## src/rtl/ads868x_pkg.sv

```systemverilog
// Shared encodings for the ADS868x scan sequencer: FSM states, result-word layout, channel index fields.
package ads868x_pkg;

  localparam logic [2:0] ST_IDLE      = 3'd0;
  localparam logic [2:0] ST_WAIT_TRIG = 3'd1;
  localparam logic [2:0] ST_BREAK     = 3'd2;
  localparam logic [2:0] ST_SELECT    = 3'd3;
  localparam logic [2:0] ST_SETTLE    = 3'd4;
  localparam logic [2:0] ST_CONVERT   = 3'd5;
  localparam logic [2:0] ST_EMIT      = 3'd6;

  // Logical channel index: [2:0] mux address, [3] TCH/PCH path, [4] A/B side.
  localparam int IDX_SEL_MSB = 2;
  localparam int IDX_PCH_BIT = 3;
  localparam int IDX_B_BIT   = 4;

  // Stream word layout, MSB first: ch[31:27], first[26], scan_cnt[25:16], data[15:0].
  typedef struct packed {
    logic [4:0]  ch;
    logic        first;
    logic [9:0]  scan_cnt;
    logic [15:0] data;
  } word_t;

  typedef struct packed {
    logic pch_b;
    logic tch_b;
    logic pch_a;
    logic tch_a;
  } en_t;

  function automatic logic [4:0] lowest_set(input logic [31:0] m);
    logic [4:0] r;
    r = '0;
    for (int i = 31; i >= 0; i--) begin
      if (m[i]) r = 5'(i);
    end
    return r;
  endfunction

  function automatic en_t path_en(input logic [4:0] idx, input logic on);
    en_t e;
    e.tch_a = on && !idx[IDX_B_BIT] && !idx[IDX_PCH_BIT];
    e.pch_a = on && !idx[IDX_B_BIT] &&  idx[IDX_PCH_BIT];
    e.tch_b = on &&  idx[IDX_B_BIT] && !idx[IDX_PCH_BIT];
    e.pch_b = on &&  idx[IDX_B_BIT] &&  idx[IDX_PCH_BIT];
    return e;
  endfunction

endpackage

```

## src/rtl/ads868x_scan_ctrl_if.sv

```systemverilog
// Conversion-engine handshake plus result AXI-Stream between the scan sequencer and its neighbours.
interface ads868x_scan_ctrl_if;

  logic        conv_req;
  logic        conv_ack;
  logic [15:0] conv_data;
  logic [31:0] m_axis_tdata;
  logic        m_axis_tvalid;
  logic        m_axis_tready;

  modport master (
    output conv_req,
    input  conv_ack,
    input  conv_data,
    output m_axis_tdata,
    output m_axis_tvalid,
    input  m_axis_tready
  );

  modport slave (
    input  conv_req,
    output conv_ack,
    output conv_data,
    input  m_axis_tdata,
    input  m_axis_tvalid,
    output m_axis_tready
  );

endinterface

```

## src/rtl/ads868x_next_ch.sv

```systemverilog
// Combinational priority finder: lowest set mask bit strictly above cur; last=1 when none remains.
module ads868x_next_ch (
  input  logic [31:0] mask,
  input  logic [4:0]  cur,
  output logic [4:0]  nxt,
  output logic        last
);

  always_comb begin
    nxt  = cur;
    last = 1'b1;
    // Descending scan so the final hit is the lowest qualifying index.
    for (int i = 31; i >= 0; i--) begin
      if (mask[i] && (i > int'(cur))) begin
        nxt  = 5'(i);
        last = 1'b0;
      end
    end
  end

endmodule

```

## src/rtl/ads868x_scan_ctrl.sv

```systemverilog
// Scan sequencer: per trigger, walks the latched channel mask through break/select/settle/convert/emit.
// PPS trigger reaches the FSM 3 cycles after the pin; EMIT holds the word until tready, no conversion meanwhile.
import ads868x_pkg::*;

module ads868x_scan_ctrl #(
  parameter int C_SETTLE_W = 16,
  parameter int C_PERIOD_W = 32
) (
  input  logic                  aclk,
  input  logic                  aresetn,
  input  logic                  cfg_enable,
  input  logic [31:0]           cfg_ch_mask,
  input  logic [C_SETTLE_W-1:0] cfg_settle,
  input  logic [C_PERIOD_W-1:0] cfg_period,
  input  logic                  pps,
  ads868x_scan_ctrl_if.master   bus,
  output logic                  CH_SEL_A0,
  output logic                  CH_SEL_A1,
  output logic                  CH_SEL_A2,
  output logic                  EN_TCH_A,
  output logic                  EN_PCH_A,
  output logic                  EN_TCH_B,
  output logic                  EN_PCH_B,
  output logic                  busy,
  output logic [15:0]           overrun_cnt
);

  localparam logic [C_SETTLE_W-1:0] SETTLE_ONE = C_SETTLE_W'(1);
  localparam logic [C_PERIOD_W-1:0] PERIOD_ONE = C_PERIOD_W'(1);

  logic [2:0]            state, state_nxt;
  logic [31:0]           mask_q, mask_nxt;
  logic [4:0]            ch_q, ch_nxt, ch_next_set;
  logic                  ch_last;
  logic                  first_q, first_nxt;
  logic [C_SETTLE_W-1:0] settle_q, settle_nxt;
  logic [9:0]            scan_q, scan_nxt;

  logic                  pps_s1, pps_s2, pps_s3, pps_rise;
  logic [C_PERIOD_W-1:0] tmr;
  logic                  tmr_run, tmr_hit, trig;

  logic                  conv_req_q, tvalid_q, path_on, handshake, overrun_inc;
  word_t                 word_q;
  logic [2:0]            sel_q;
  en_t                   en_q;

  ads868x_next_ch u_next_ch (
    .mask (mask_q),
    .cur  (ch_q),
    .nxt  (ch_next_set),
    .last (ch_last)
  );

  // PPS is asynchronous: two flops to synchronise, a third for the rising-edge compare.
  always_ff @(posedge aclk or negedge aresetn) begin
    if (!aresetn) begin
      pps_s1 <= 1'b0;
      pps_s2 <= 1'b0;
      pps_s3 <= 1'b0;
    end else begin
      pps_s1 <= pps;
      pps_s2 <= pps_s1;
      pps_s3 <= pps_s2;
    end
  end

  assign pps_rise = pps_s2 && !pps_s3;

  assign tmr_run = cfg_enable && (cfg_period != '0);
  // >= keeps the timer from running away if the period is shrunk below the current count.
  assign tmr_hit = tmr_run && (tmr >= cfg_period - PERIOD_ONE);

  always_ff @(posedge aclk or negedge aresetn) begin
    if (!aresetn) begin
      tmr <= '0;
    end else if (!tmr_run || tmr_hit) begin
      tmr <= '0;
    end else begin
      tmr <= tmr + PERIOD_ONE;
    end
  end

  assign trig        = pps_rise || tmr_hit;
  assign handshake   = (state == ST_EMIT) && bus.m_axis_tready;
  assign overrun_inc = trig && cfg_enable && (state != ST_WAIT_TRIG) && (overrun_cnt != 16'hFFFF);

  always_comb begin
    state_nxt  = state;
    mask_nxt   = mask_q;
    ch_nxt     = ch_q;
    first_nxt  = first_q;
    settle_nxt = settle_q;
    scan_nxt   = scan_q;
    case (state)
      ST_IDLE: begin
        if (cfg_enable) state_nxt = ST_WAIT_TRIG;
      end
      ST_WAIT_TRIG: begin
        if (!cfg_enable) begin
          state_nxt = ST_IDLE;
        end else if (trig && (cfg_ch_mask != '0)) begin
          mask_nxt  = cfg_ch_mask;
          ch_nxt    = lowest_set(cfg_ch_mask);
          first_nxt = 1'b1;
          state_nxt = ST_BREAK;
        end
      end
      ST_BREAK: begin
        state_nxt = cfg_enable ? ST_SELECT : ST_IDLE;
      end
      ST_SELECT: begin
        if (!cfg_enable) begin
          state_nxt = ST_IDLE;
        end else begin
          state_nxt  = ST_SETTLE;
          settle_nxt = (cfg_settle == '0) ? SETTLE_ONE : cfg_settle;
        end
      end
      ST_SETTLE: begin
        if (!cfg_enable) begin
          state_nxt = ST_IDLE;
        end else if (settle_q <= SETTLE_ONE) begin
          state_nxt = ST_CONVERT;
        end else begin
          settle_nxt = settle_q - SETTLE_ONE;
        end
      end
      ST_CONVERT: begin
        if (bus.conv_ack) state_nxt = ST_EMIT;
      end
      ST_EMIT: begin
        if (handshake) begin
          if (ch_last) scan_nxt = scan_q + 10'd1;
          if (!cfg_enable) begin
            state_nxt = ST_IDLE;
          end else if (ch_last) begin
            state_nxt = ST_WAIT_TRIG;
          end else begin
            ch_nxt    = ch_next_set;
            first_nxt = 1'b0;
            state_nxt = ST_BREAK;
          end
        end
      end
      default: state_nxt = ST_IDLE;
    endcase
  end

  assign path_on = (state_nxt == ST_SELECT) || (state_nxt == ST_SETTLE) ||
                   (state_nxt == ST_CONVERT) || (state_nxt == ST_EMIT);

  // Outputs are registered from the next state so they line up exactly with the state they belong to.
  always_ff @(posedge aclk or negedge aresetn) begin
    if (!aresetn) begin
      state       <= ST_IDLE;
      mask_q      <= '0;
      ch_q        <= '0;
      first_q     <= 1'b0;
      settle_q    <= '0;
      scan_q      <= '0;
      conv_req_q  <= 1'b0;
      tvalid_q    <= 1'b0;
      busy        <= 1'b0;
      en_q        <= '0;
      sel_q       <= '0;
      word_q      <= '0;
      overrun_cnt <= '0;
    end else begin
      state      <= state_nxt;
      mask_q     <= mask_nxt;
      ch_q       <= ch_nxt;
      first_q    <= first_nxt;
      settle_q   <= settle_nxt;
      scan_q     <= scan_nxt;
      conv_req_q <= (state_nxt == ST_CONVERT);
      tvalid_q   <= (state_nxt == ST_EMIT);
      busy       <= (state_nxt != ST_IDLE) && (state_nxt != ST_WAIT_TRIG);
      en_q       <= path_en(ch_nxt, path_on);
      if (state_nxt == ST_SELECT) sel_q <= ch_nxt[IDX_SEL_MSB:0];
      if ((state == ST_CONVERT) && bus.conv_ack) begin
        word_q <= '{ch: ch_q, first: first_q, scan_cnt: scan_q, data: bus.conv_data};
      end
      if (overrun_inc) overrun_cnt <= overrun_cnt + 16'd1;
    end
  end

  assign bus.conv_req      = conv_req_q;
  assign bus.m_axis_tvalid = tvalid_q;
  assign bus.m_axis_tdata  = word_q;

  assign CH_SEL_A0 = sel_q[0];
  assign CH_SEL_A1 = sel_q[1];
  assign CH_SEL_A2 = sel_q[2];
  assign EN_TCH_A  = en_q.tch_a;
  assign EN_PCH_A  = en_q.pch_a;
  assign EN_TCH_B  = en_q.tch_b;
  assign EN_PCH_B  = en_q.pch_b;

endmodule

```

## src/flat_wrapper.sv

```systemverilog
// flat-port wrapper written by rule: the top's interface ports become plain ports
module ads868x_scan_ctrl_flat 
#(
  parameter int C_SETTLE_W = 16,
  parameter int C_PERIOD_W = 32
)
  (aclk, aresetn, cfg_enable, cfg_ch_mask, cfg_settle, cfg_period, pps, CH_SEL_A0, CH_SEL_A1, CH_SEL_A2, EN_TCH_A, EN_PCH_A, EN_TCH_B, EN_PCH_B, busy, overrun_cnt, bus_conv_req, bus_conv_ack, bus_conv_data, bus_m_axis_tdata, bus_m_axis_tvalid, bus_m_axis_tready);
  ads868x_scan_ctrl_if bus_i ();
  input  logic aclk;
  input  logic aresetn;
  input  logic cfg_enable;
  input  logic [31:0] cfg_ch_mask;
  input  logic [C_SETTLE_W-1:0] cfg_settle;
  input  logic [C_PERIOD_W-1:0] cfg_period;
  input  logic pps;
  output logic CH_SEL_A0;
  output logic CH_SEL_A1;
  output logic CH_SEL_A2;
  output logic EN_TCH_A;
  output logic EN_PCH_A;
  output logic EN_TCH_B;
  output logic EN_PCH_B;
  output logic busy;
  output logic [15:0] overrun_cnt;
  output wire logic [$bits(bus_i.conv_req)-1:0] bus_conv_req;
  input wire logic [$bits(bus_i.conv_ack)-1:0] bus_conv_ack;
  input wire logic [$bits(bus_i.conv_data)-1:0] bus_conv_data;
  output wire logic [$bits(bus_i.m_axis_tdata)-1:0] bus_m_axis_tdata;
  output wire logic [$bits(bus_i.m_axis_tvalid)-1:0] bus_m_axis_tvalid;
  input wire logic [$bits(bus_i.m_axis_tready)-1:0] bus_m_axis_tready;
  assign bus_conv_req = bus_i.conv_req;
  assign bus_i.conv_ack = bus_conv_ack;
  assign bus_i.conv_data = bus_conv_data;
  assign bus_m_axis_tdata = bus_i.m_axis_tdata;
  assign bus_m_axis_tvalid = bus_i.m_axis_tvalid;
  assign bus_i.m_axis_tready = bus_m_axis_tready;
  ads868x_scan_ctrl #(.C_SETTLE_W(C_SETTLE_W), .C_PERIOD_W(C_PERIOD_W)) u_core (.aclk(aclk), .aresetn(aresetn), .cfg_enable(cfg_enable), .cfg_ch_mask(cfg_ch_mask), .cfg_settle(cfg_settle), .cfg_period(cfg_period), .pps(pps), .bus(bus_i), .CH_SEL_A0(CH_SEL_A0), .CH_SEL_A1(CH_SEL_A1), .CH_SEL_A2(CH_SEL_A2), .EN_TCH_A(EN_TCH_A), .EN_PCH_A(EN_PCH_A), .EN_TCH_B(EN_TCH_B), .EN_PCH_B(EN_PCH_B), .busy(busy), .overrun_cnt(overrun_cnt));
endmodule
```

## config.mk

```make
export PLATFORM = sky130hd
export DESIGN_NAME = ads868x_scan_ctrl_flat
export DESIGN_NICKNAME = d
export VERILOG_FILES = /design/src/rtl/ads868x_pkg.sv /design/src/rtl/ads868x_scan_ctrl_if.sv /design/src/rtl/ads868x_next_ch.sv /design/src/rtl/ads868x_scan_ctrl.sv /design/src/flat_wrapper.sv
export SDC_FILE = /design/constraint.sdc
export NUM_CORES = 1
export LEC_CHECK = 0
export BUFFER_PORTS_ARGS = -buffer_cell sky130_fd_sc_hd__buf_4
export CAP_MARGIN = 30
export CORE_ASPECT_RATIO = 1.75
export CORE_MARGIN = 10
export CORE_UTILIZATION = 50
export DETAILED_ROUTE_END_ITERATION = 6
export PLACE_DENSITY = 0.72
export SLEW_MARGIN = 10
export SYNTH_ARGS = -nofsm -noshare
export SYNTH_HDL_FRONTEND = slang
export SYNTH_SLANG_ARGS = --single-unit
```

## constraint.sdc

```tcl
create_clock -name aclk -period 7.34 [get_ports aclk]
set_clock_uncertainty 0.15 [all_clocks]
set_input_delay 0.734 -clock aclk [delete_from_list [all_inputs] [get_ports aclk]]
set_output_delay 0.734 -clock aclk [all_outputs]
set_load 0.005 [all_outputs]
```

==> implementation parameters <==
Parameter                              Value

Synthesis
  Area of the mapped netlist    0.00950 sq mm
  Synth async-reset ratio    1.00
  Number of different library cells in the post-synthesis netlist    68
  Register bit total from synthesis    159
  Post-synthesis adder-cell area fraction    0.0514
  Cells after Synth    1039
  Share of the synthesized netlist area taken by xor and xnor gates    0.0756
  Predominant post-synthesis flop cell    sky130_fd_sc_hd__dfrtp_1
  Post-Synthesis Net Count    1180
  Largest family of logic cells by synthesized area    simple AND/OR/NAND/NOR gates
  Sequential share of the synthesized area    0.419
  Total number of yosys warnings    0
  Simple-Gate Fraction of Synth Area    0.210
  Compound-cell area share of the yosys netlist    0.154
  EDFF count, synth    0
  Multiplexer area fraction after synthesis    0.0615
  Syn avg cell area    9.14 sq um

CTS
  Clock insertion delay at the later pin of the skew report    0.43 ns
  H-Tree Level Count    4
  Hold_buf cts    0
  Clk sinks    159
  Maximum clock path buffer count    2
  Root buffer cell    sky130_fd_sc_hd__clkbuf_16
  PostCTS Resize Cnt    0
  TritonCTS buffer count    17
  Clock edge transition at the registers on the reported setup and hold paths    0.06 ns
  TritonCTS clock tree    built
  Post-CTS Setup Bufs    0

Global route
  Aggregate global routing overflow    0
  Initial antenna violation count    0
  Vias in the first global route    8602
  Total routing usage reported by global routing    0.211
  First-pass GRT wire length    43800 um
  Pin count of the biggest net entering global routing    83

Detailed routing
  Number of design rule violations left after detail routing    0
  WL/cell    18.7 um
  Vias per cell    5.87
  Remaining antenna violation count    0
  Via count    8469
  DRC violation total after the first TritonRoute iteration    687
  Detailed-routing iteration count for the pre-antenna-repair pass    5
  Total length of routed wires    27000 um

Setup path
  Category of the worst setup path capture point    flop
  Critical path start-end classification    primary input to flop
  Count of buffer and inverter cells on the critical path    3
  Slowest cell on the critical path    sky130_fd_sc_hd__a211oi_1
  Sequence of cells on the critical path    buf_4, nor4_1, nor2b_1, nand2_1, nor2_1, nand3_1, nor4_1, xnor2_1, ha_1, and4_1, nand2_1, or4_1, a211oi_1, o21a_1, buf_4, o311a_4, inv_1, nor4b_1
  Startpoint of the most critical setup path    cfg_period[5]
  Worst path required time    7.50 ns
  Worst-path fanout max    32
  Reg-to-reg startpoint    u_core.tmr[14]$_DFF_PN0_
  Stage delay of the slowest cell on the critical path    0.64 ns
  Endpoint arrival time on the critical path    5.79 ns
  Critical path launch point type    primary input
  Family with the most delay on the worst path    simple AND/OR/NAND/NOR gates

STA
  Worst max-slew margin expressed relative to the limit    0.366
  Final setup violating endpoints    0
  Post-route minimum period    5.62 ns
  Setup_tns    0 ns
  Fmax    0.178 GHz
  Period utilisation layout    0.766
  Final hold viol count    0
  Unrepaired setup endpoints after global routing    no
  Slew Limit Fails    0
  Post-route setup slack    1.72 ns
  Worst hold slack after final layout    0.158 ns
  Slew at the pin with the worst max-slew slack    0.951 ns

Power and ir drop
  Leakage    0.00524 uW
  VDD IR-drop max    0.000221 V
  Power Density    307 mW/mm^2
  Design Power    3570 uW

Place
  Weighted congestion reported at the end of routability-driven placement    0.949
  Estimated wirelength of the detail-placed design    20900 um
  Cell Count Post-Placement    1409
  Pre-CTS setup slack    1.28 ns
  Buffers added on ports    159

Run status
  Run status    finished clean

Die
  Die height    202 um
  Number of standard-cell rows in the floorplan    66
  Die outline width    124 um
  Total die area    0.0251 sq mm
  Placeable core area    0.0187 sq mm
  Starting utilization of the core area    0.509
  Top-Level Pins    160

Finish
  Net count, final    1333
  Count of fill cells added during filler insertion    1635
  ANT cells    0
  Area added between synthesis and finish    22.1%
  Share of post-route cells with drive strength above 1    0.220
  Final cell count without fillers    1443

Flow run
  Number of maximum-capacitance constraint violations    0

Worst hold path
  Kind of path behind the tightest hold check    primary input to asynchronous set/reset pin
-- cell usage after synthesis (28+ instances only) --
library cell | instances | area, sq um
sky130_fd_sc_hd__a21oi_1 | 61 | 305
sky130_fd_sc_hd__dfrtp_1 | 159 | 3980
sky130_fd_sc_hd__ha_1 | 39 | 488
sky130_fd_sc_hd__inv_1 | 34 | 128
sky130_fd_sc_hd__mux2_2 | 51 | 574
sky130_fd_sc_hd__nand2_1 | 101 | 379
sky130_fd_sc_hd__nand3_1 | 37 | 185
sky130_fd_sc_hd__nor2_1 | 112 | 420
sky130_fd_sc_hd__nor4_1 | 28 | 175
sky130_fd_sc_hd__o21ai_0 | 76 | 380
sky130_fd_sc_hd__xnor2_1 | 46 | 403
sky130_fd_sc_hd__xor2_1 | 36 | 315
-- routing by layer --
layer,up-vias,global-route usage,part of all wire
li1,4060,-,-
met1,4082,0.210,0.36
met2,253,0.391,0.54
met3,74,0.0458,0.046
met4,0,0.122,0.050
met5,-,0,0
-- worst reg2reg max path: stages, from the launching register on --
cell and delay [ns]:
sky130_fd_sc_hd__dfrtp_1 0.45, sky130_fd_sc_hd__ha_1 0.33, sky130_fd_sc_hd__nand4_1 0.13, sky130_fd_sc_hd__nor2_1 0.12, sky130_fd_sc_hd__o211ai_1 0.13, sky130_fd_sc_hd__or4_1 0.51
sky130_fd_sc_hd__a211oi_1 0.64, sky130_fd_sc_hd__o21a_1 0.22, sky130_fd_sc_hd__buf_4 0.37, sky130_fd_sc_hd__o311a_4 0.28, sky130_fd_sc_hd__inv_1 0.07, sky130_fd_sc_hd__nor4b_1 0.32
-- stage by stage --
step                utilization  cell area [sq um]
global placement          0.584              10900
global route              0.622              11600
floorplan                     -               9500
CTS                       0.620              11600
detailed placement        0.586              10900
finish                    0.622              11600
-- layout make-up --
type / instances / area, sq um / area share
Multi-Input combinational cell: 811 / 5250 / 0.453
Sequential cell: 159 / 3980 / 0.343
Timing Repair Buffer: 169 / 1300 / 0.112
Clock buffer: 19 / 433 / 0.0373
Tap cell: 238 / 298 / 0.0257
Clock inverter: 13 / 210 / 0.0181
Inverter: 34 / 128 / 0.0110
-- path summary, 6_finish.rpt --
kind	cells after the start	to	slack (ns)
worst max-delay path	18	u_core.EN_TCH_A$_DFF_PN0_	1.72
worst min-delay path	1	u_core.mask_q[30]$_DFFE_PN0P_	0.16
worst max register to register	11	u_core.EN_TCH_A$_DFF_PN0_	3.51
worst min register to register	0	u_core.pps_s2$_DFF_PN0_	0.20
max in group asynchronous	3	u_core.overrun_cnt[12]$_DFFE_PN0P_	5.69
min in group aclk	0	u_core.pps_s2$_DFF_PN0_	0.20
-- placed cells by master (no fill, tap or decap), drive strengths merged, types with 4 or more instances in the layout --
cell / netlist / final
buf: 14 / 168
dfrtp: 159 / 159
nor2: 112 / 112
nand2: 101 / 101
o21ai: 77 / 77
a21oi: 61 / 61
mux2: 51 / 51
xnor2: 46 / 46
ha: 39 / 39
nand3: 37 / 37
xor2: 36 / 36
inv: 34 / 36
nor4: 28 / 28
nor3: 26 / 26
nand4: 26 / 26
clkbuf: 21 / 20
nor2b: 14 / 14
nand2b: 11 / 11
and3: 11 / 11
a211oi: 10 / 10
o211ai: 9 / 9
and4: 8 / 8
a22oi: 8 / 8
o31ai: 8 / 8
or4: 7 / 7
or3: 6 / 6
o21a: 5 / 5
o22ai: 5 / 5
a31oi: 5 / 5
and2: 5 / 5
bufinv: 0 / 5
clkinvlp: 0 / 5
or2: 5 / 5
a21o: 4 / 4
a21boi: 4 / 4
a32oi: 4 / 4
-- state kept, by name, indices dropped and copies added, names as in the netlist, 5 cells and up --
name	count
u_core.bus.m_axis_tdata	32
u_core.overrun_cnt	16
u_core.scan_q	10
u_core.ch_q	5
u_core.tmr	32
u_core.mask_q	31
u_core.settle_q	16
-- power breakdown --
part           switching [uW]  internal [uW]  leakage [uW]
clock network             369            605      0.000296
registers                 274           1110       0.00207
logic                     652            555       0.00287
total                    1300           2270       0.00524
-- kinds of logic after synthesis --
logic type	count (synthesis)
flops	159
compound gates	232
simple gates	406
mux	52
buf+inv	69
fa+ha+maj	39
xor+xnor	82
Note: power is estimated with default switching activity, not from simulation.
